--- src/rtl/draw_circle_pkg.sv ---
// Shared gfx definitions for the circle drawer.
// Holds the FSM state encoding and the per-pair quadrant count.
package draw_circle_pkg;

  localparam int STATEW = 3;
  localparam int QUADS  = 4;

  typedef enum logic [STATEW-1:0] {
    IDLE       = 3'd0,
    INIT       = 3'd1,
    WAIT_VALID = 3'd2,
    PLOT       = 3'd3,
    ACK        = 3'd4,
    WAIT_NEXT  = 3'd5,
    DONE       = 3'd6
  } state_t;

endpackage

--- src/rtl/draw_circle_circle.sv ---
// Circle distance generator (bresenham/midpoint octant walk).
// Emits (xa, ya) pairs from xa = -r up to xa = 0; each pair is held until oe.
module circle #(
  parameter int CORDW = 16
) (
  input  logic                    clk,
  input  logic                    rst,
  input  logic                    start,
  input  logic                    oe,
  input  logic signed [CORDW-1:0] r0,
  output logic signed [CORDW-1:0] xa,
  output logic signed [CORDW-1:0] ya,
  output logic                    valid,
  output logic                    done
);

  // Error term needs headroom beyond the coordinate width for 2*r style terms.
  localparam int ERRW = CORDW + 2;
  localparam logic signed [ERRW-1:0]  ERR_ONE   = ERRW'(1);
  localparam logic signed [ERRW-1:0]  ERR_TWO   = ERRW'(2);
  localparam logic signed [ERRW-1:0]  ERR_THREE = ERRW'(3);
  localparam logic signed [CORDW-1:0] C_ONE     = CORDW'(1);

  logic signed [ERRW-1:0]  err;
  logic signed [ERRW-1:0]  err_y;
  logic signed [ERRW-1:0]  err_next;
  logic signed [ERRW-1:0]  x_ext;
  logic signed [ERRW-1:0]  y_ext;
  logic signed [ERRW-1:0]  y_new_ext;
  logic signed [ERRW-1:0]  r_ext;
  logic signed [CORDW-1:0] y_new;
  logic                    step_y;
  logic                    step_x;

  always_comb begin
    x_ext     = {{2{xa[CORDW-1]}}, xa};
    y_ext     = {{2{ya[CORDW-1]}}, ya};
    r_ext     = {{2{r0[CORDW-1]}}, r0};
    step_y    = (err <= y_ext);
    y_new     = step_y ? (ya + C_ONE) : ya;
    y_new_ext = {{2{y_new[CORDW-1]}}, y_new};
    err_y     = step_y ? (err + (y_new_ext <<< 1) + ERR_ONE) : err;
    // x test uses the pre-step error and the post-step error against the new y
    step_x    = (err > x_ext) || (err_y > y_new_ext);
    err_next  = step_x ? (err_y + (x_ext <<< 1) + ERR_THREE) : err_y;
  end

  always_ff @(posedge clk) begin
    if (rst) begin
      xa    <= '0;
      ya    <= '0;
      err   <= '0;
      valid <= 1'b0;
      done  <= 1'b0;
    end else begin
      done <= 1'b0;
      if (start) begin
        xa    <= -r0;
        ya    <= '0;
        err   <= ERR_TWO - (r_ext <<< 1);
        valid <= 1'b1;
      end else if (oe && valid) begin
        if (xa == '0) begin
          valid <= 1'b0;
          done  <= 1'b1;
        end else begin
          ya  <= y_new;
          err <= err_next;
          if (step_x) xa <= xa + C_ONE;
        end
      end
    end
  end

endmodule

--- src/rtl/draw_circle.sv ---
// Circle drawer: walks the distance generator and emits four symmetric pixels
// per generated pair, with a valid/accept (drawing/oe) handshake on x/y.
//
// state      | meaning
// IDLE       | waiting for start; centre and radius latched on acceptance
// INIT       | one-cycle start pulse to the generator
// WAIT_VALID | waiting for the first generator pair
// PLOT       | presenting the four quadrant pixels of the current pair
// ACK        | one-cycle oe pulse to the generator to advance
// WAIT_NEXT  | waiting for the next pair or generator completion
// DONE       | one-cycle done pulse
module draw_circle
  import draw_circle_pkg::*;
#(
  parameter int CORDW = 16
) (
  input  logic                    clk,
  input  logic                    rst,
  input  logic                    start,
  input  logic                    oe,
  input  logic signed [CORDW-1:0] cx,
  input  logic signed [CORDW-1:0] cy,
  input  logic signed [CORDW-1:0] r,
  output logic signed [CORDW-1:0] x,
  output logic signed [CORDW-1:0] y,
  output logic                    busy,
  output logic                    drawing,
  output logic                    done
);

  state_t state;
  state_t state_next;

  logic [1:0]              quad;
  logic [1:0]              quad_load;
  logic                    load_px;
  logic signed [CORDW-1:0] cx_l;
  logic signed [CORDW-1:0] cy_l;
  logic signed [CORDW-1:0] r_l;
  logic signed [CORDW-1:0] px;
  logic signed [CORDW-1:0] py;

  logic                    gen_start;
  logic                    gen_oe;
  logic signed [CORDW-1:0] gen_xa;
  logic signed [CORDW-1:0] gen_ya;
  logic                    gen_valid;
  logic                    gen_done;

  circle #(
    .CORDW(CORDW)
  ) u_circle (
    .clk   (clk),
    .rst   (rst),
    .start (gen_start),
    .oe    (gen_oe),
    .r0    (r_l),
    .xa    (gen_xa),
    .ya    (gen_ya),
    .valid (gen_valid),
    .done  (gen_done)
  );

  always_ff @(posedge clk) begin
    if (rst) state <= IDLE;
    else     state <= state_next;
  end

  always_comb begin
    state_next = state;
    gen_start  = 1'b0;
    gen_oe     = 1'b0;
    load_px    = 1'b0;
    quad_load  = quad + 2'd1;
    case (state)
      IDLE: begin
        // a negative radius has nothing to draw, so skip the generator entirely
        if (start) state_next = r[CORDW-1] ? DONE : INIT;
      end
      INIT: begin
        gen_start  = 1'b1;
        state_next = WAIT_VALID;
      end
      WAIT_VALID: begin
        if (gen_valid) begin
          load_px    = 1'b1;
          quad_load  = 2'd0;
          state_next = PLOT;
        end
      end
      PLOT: begin
        if (oe) begin
          if (quad == 2'(QUADS - 1)) state_next = ACK;
          else                       load_px    = 1'b1;
        end
      end
      ACK: begin
        gen_oe     = 1'b1;
        state_next = WAIT_NEXT;
      end
      WAIT_NEXT: begin
        if (gen_done) begin
          state_next = DONE;
        end else if (gen_valid) begin
          load_px    = 1'b1;
          quad_load  = 2'd0;
          state_next = PLOT;
        end
      end
      DONE:    state_next = IDLE;
      default: state_next = IDLE;
    endcase
  end

  always_comb begin
    px = cx_l - gen_xa;
    py = cy_l + gen_ya;
    case (quad_load)
      2'd1: begin
        px = cx_l - gen_ya;
        py = cy_l - gen_xa;
      end
      2'd2: begin
        px = cx_l + gen_xa;
        py = cy_l - gen_ya;
      end
      2'd3: begin
        px = cx_l + gen_ya;
        py = cy_l + gen_xa;
      end
      default: ;
    endcase
  end

  always_ff @(posedge clk) begin
    if (rst) begin
      cx_l <= '0;
      cy_l <= '0;
      r_l  <= '0;
      quad <= '0;
      x    <= '0;
      y    <= '0;
    end else begin
      if (state == IDLE && start) begin
        cx_l <= cx;
        cy_l <= cy;
        r_l  <= r;
      end
      if (load_px) begin
        x    <= px;
        y    <= py;
        quad <= quad_load;
      end
    end
  end

  assign busy    = (state != IDLE) && (state != DONE);
  assign drawing = (state == PLOT);
  assign done    = (state == DONE);

endmodule

--- config.mk ---
export PLATFORM = sky130hd
export DESIGN_NAME = draw_circle
export DESIGN_NICKNAME = d
export VERILOG_FILES = /design/src/rtl/draw_circle_pkg.sv /design/src/rtl/draw_circle_circle.sv /design/src/rtl/draw_circle.sv
export SDC_FILE = /design/constraint.sdc
export NUM_CORES = 1
export LEC_CHECK = 0
export ABC_AREA = 1
export BUFFER_PORTS_ARGS = -buffer_cell sky130_fd_sc_hd__clkbuf_2
export CAP_MARGIN = 20
export CORE_ASPECT_RATIO = 1.1
export CORE_MARGIN = 2
export CORE_UTILIZATION = 30
export CTS_BUF_LIST = sky130_fd_sc_hd__clkbuf_8
export DETAILED_ROUTE_END_ITERATION = 10
export PLACE_DENSITY = 0.5
export SYNTH_ARGS = -nofsm -noshare
export SYNTH_HDL_FRONTEND = slang
export SYNTH_HIERARCHICAL = 1
export SYNTH_SLANG_ARGS = --single-unit
--- constraint.sdc ---
create_clock -name clk -period 7.7 [get_ports clk]
set_clock_uncertainty 0.15 [all_clocks]
set_input_delay 0 -clock clk [delete_from_list [all_inputs] [get_ports clk]]
set_output_delay 0 -clock clk [all_outputs]
set_load 0.005 [all_outputs]
==> run summary <==
The core footprint is 42400 um^2. In this run the worst path has a maximum fanout of 18. Total DRC errors in the routed layout: 0. The category of the worst setup path launch point was a flip-flop.

The type of the worst min-delay path is input port to flip-flop. The number of sinks on the clock net came out at 137. Sum of negative setup slack: 0 ns. The critical path is of the flip-flop to flip-flop type. The routed wirelength normalized by instance count is 17.30 um. 0 antenna diodes ended up in the layout.

Cell occurring most often along the worst timing path: sky130_fd_sc_hd__nand2_1. The layout-stage area growth over the synthesis result is 19.30%. Element type at the critical path end: a flip-flop. Leaving out fill and tap cells, the most frequent cells in the layout are 359 x sky130_fd_sc_hd__nand2_1, 247 x sky130_fd_sc_hd__inv_1, 195 x sky130_fd_sc_hd__nor2_1. The clock tree buffer depth is 2, and the count of max-cap constraint violations is 0.

Number of synthesis warnings: 6. The via count of the first global-routing pass is 13.44k, and the flip-flop and latch count after synthesis is 137. Setup repair after global routing left no endpoint under its margin. Dividing the final minimum period by the clock period gives 88.77%. The number of antenna violations at the first check in global routing is 0. The tools report the count of final hold-check violations as 0. Number of rows in the core area: 79. The clock tree synthesis step divided the H-tree into 4 levels. The distinct cell type count of the synthesized netlist is 65, and the clock-pin slew reported for the worst setup and hold paths after clock tree synthesis is 0.09 ns. Counting both buffers and inverters, the worst setup path holds a total of 7. The synthesized design spends more area on one cell type than any other, namely sky130_fd_sc_hd__dfxtp_1.

The count of input and output buffers was 86; the pin count of the biggest net entering global routing was 60. The total routing resource utilization after global routing is 20.93%, and the sum of overflow across all layers after global routing is 0. The tools report the relative slew slack as 37.99%. Among all flip-flop cells after synthesis, the most frequent one is sky130_fd_sc_hd__dfxtp_1.

For the smallest setup slack after layout, the log shows 0.8650 ns. The logs give 21.19% for the post-synthesis sequential area ratio and 0.49 ns for the insertion delay of the later-clocked pin in the worst-skew pair. The shortest clock period the worst path allows after layout is 6.835 ns.

The cell area after synthesis was 12940 um^2. Final-layout worst hold slack: 0.03442 ns. The floorplan step defined a die boundary enclosing 44820 um^2. After synthesis, the cell types taking the most area are sky130_fd_sc_hd__dfxtp_1 21%, sky130_fd_sc_hd__ha_1 13%, sky130_fd_sc_hd__nand2_1 10%. At the end of routability-driven placement, the weighted congestion stood at 0.9155. Leaving out fill and tap cells, the most frequent cell in the layout is sky130_fd_sc_hd__nand2_1.

The number of buffers inserted during clock tree synthesis was 17; the biggest cell delay along the critical path was 0.46 ns. The maximum achievable frequency is 146.3 MHz, and the post-placement setup slack is 0.5969 ns. The run finished with clean final reports. Final-report max-slew violation count: 0. The count of nets left with antenna violations once routing finished came out at 0.

Setup violations remaining at the end of the flow were counted as 0. Measured along the y axis, the die boundary spans 221.8 um. The area share of the leading cell type in the synthesized netlist works out to 21.19%. After legalization and detailed placement, the total HPWL measured 36480 um. For the pin with the worst max-slew slack, the measured transition is 0.9267 ns. Fraction of registers with async set or reset after synthesis: 0%. The top cell family by delay on the critical path was simple AND/OR/NAND/NOR gates. The first global-routing pass estimated 74370 um of wire. After detailed routing, the number of vias per cell comes to 5.111. From left edge to right edge, the die measures 202.0 um. For this block, the routed nets add up to 47410 um of wire. Root cell of the clock tree: sky130_fd_sc_hd__clkbuf_8.

Initial DRC count: 1041. At the end of the flow, the number of nets in the layout was 2356. Once the clock tree was built, the setup fixing pass inserted 0 buffers. The average instance in the mapped netlist occupies 6.510 um^2. TritonCTS built the clock tree. In this run, synthesis inferred 0 flip-flops with an integrated enable. STA puts the critical path data required time at 7.93 ns. The length of the first detailed-routing pass in iterations came out at 6. The number of nets in the synthesized netlist is 2183, and the I/O pin count is 87. The share of cells above drive strength 1 came out at 10.35%. Synthesis produced a netlist whose cell count is 1988. Data on the critical path arrives at its endpoint at 7.06 ns.

Once the floorplan was initialized, standard cells occupied 30.52% of the core. The slowest stage of the critical path is the sky130_fd_sc_hd__dfxtp_1 cell. The routed layout has 14.01k vias.
## worst min-delay path: cells and delay by family
| family | cells | cell delay, ns |
|---|---|---|
| AND/OR/NAND/NOR | 1 | 0.18 |
| AO/OA/AOI/OAI | 1 | 0.07 |
| buffers and inverters | 2 | 0.37 |
## through the flow
stage | instance area, um^2 | instances | util (%)
global route | 15440 | 2741 | 36.41
global placement | 14010 | 2608 | 33.03
detailed placement | 14010 | 2608 | 33.03
finish | 15440 | 2741 | 36.41
floorplan | 12940 | 1988 | -
CTS | 15430 | 2741 | 36.38
## cell usage after synthesis, types with 14 or more instances
library cell               number
sky130_fd_sc_hd__dfxtp_1      137
sky130_fd_sc_hd__clkbuf_1      39
sky130_fd_sc_hd__nand4_1       42
sky130_fd_sc_hd__xor2_1        56
sky130_fd_sc_hd__inv_1        246
sky130_fd_sc_hd__nor2_2        14
sky130_fd_sc_hd__o211ai_1      14
sky130_fd_sc_hd__nor2_1       197
sky130_fd_sc_hd__a21oi_1      194
sky130_fd_sc_hd__nand2_1      360
sky130_fd_sc_hd__buf_2         14
sky130_fd_sc_hd__nor3_1        23
sky130_fd_sc_hd__ha_1         139
sky130_fd_sc_hd__xnor2_1       22
sky130_fd_sc_hd__o21ai_0      142
sky130_fd_sc_hd__nand3_1      169
## final timing paths
kind / cells past startpoint / to / start / slack (ns)
worst max-delay path: 41 / u_circle/err[10] / u_circle/ya[15] / 0.87
worst min-delay path: 4 / cy_l[7] / start / 0.03
worst max register to register: 41 / u_circle/err[10] / u_circle/ya[15] / 0.87
worst min register to register: 2 / cx_l[2] / cx_l[2] / 0.32
## registers in the layout, summed over array words and instances (netlist names)
signal	count
u_circle/err	18
cx_l	16
cy_l	16
r_l	16
u_circle/xa	16
u_circle/ya	16
x	16
y	16
state	3
quad	2
u_circle/done	1
u_circle/valid	1
## cell families after synthesis
| kind of cell | after synthesis | synth area share (%) |
|---|---|---|
| xor+xnor | 78 | 5.279 |
| fa+ha+maj | 143 | 14.06 |
| mux | 1 | 0.07735 |
| simple gates | 854 | 29.52 |
| buf+inv | 326 | 10.17 |
| compound gates | 449 | 19.70 |
| flops | 137 | 21.19 |
## what timing repair did
| item | in CTS | in global routing |
|---|---|---|
| resized for setup | 0 | 2 |
| endpoints found under the hold margin | 57 | 0 |
| setup endpoints to repair | 0 | 34 |
| hold buffers | 101 | 0 |
## cell type report
type,instances,area (um^2)
Clock buffer,17,234.0
Clock inverter,15,175.2
Fill cell,4517,26970
Inverter,260,980.9
Multi-Input combinational cell,1525,8907
Sequential cell,137,2743
Tap cell,567,709.4
Timing Repair Buffer,220,1689
## routing by layer
layer  vias up  global-route usage (%)  wire length [um]
met5         -                       0                 0
met4         0                   6.428              1246
met3        58                   2.381              1979
met2       366                   36.29             22610
met1      6511                   27.04             21570
li1       7073                       -                 -
Power is left out: the tool's default activity adds up to more than one toggle a clock period on the data nets, which glitch-free logic cannot reach.
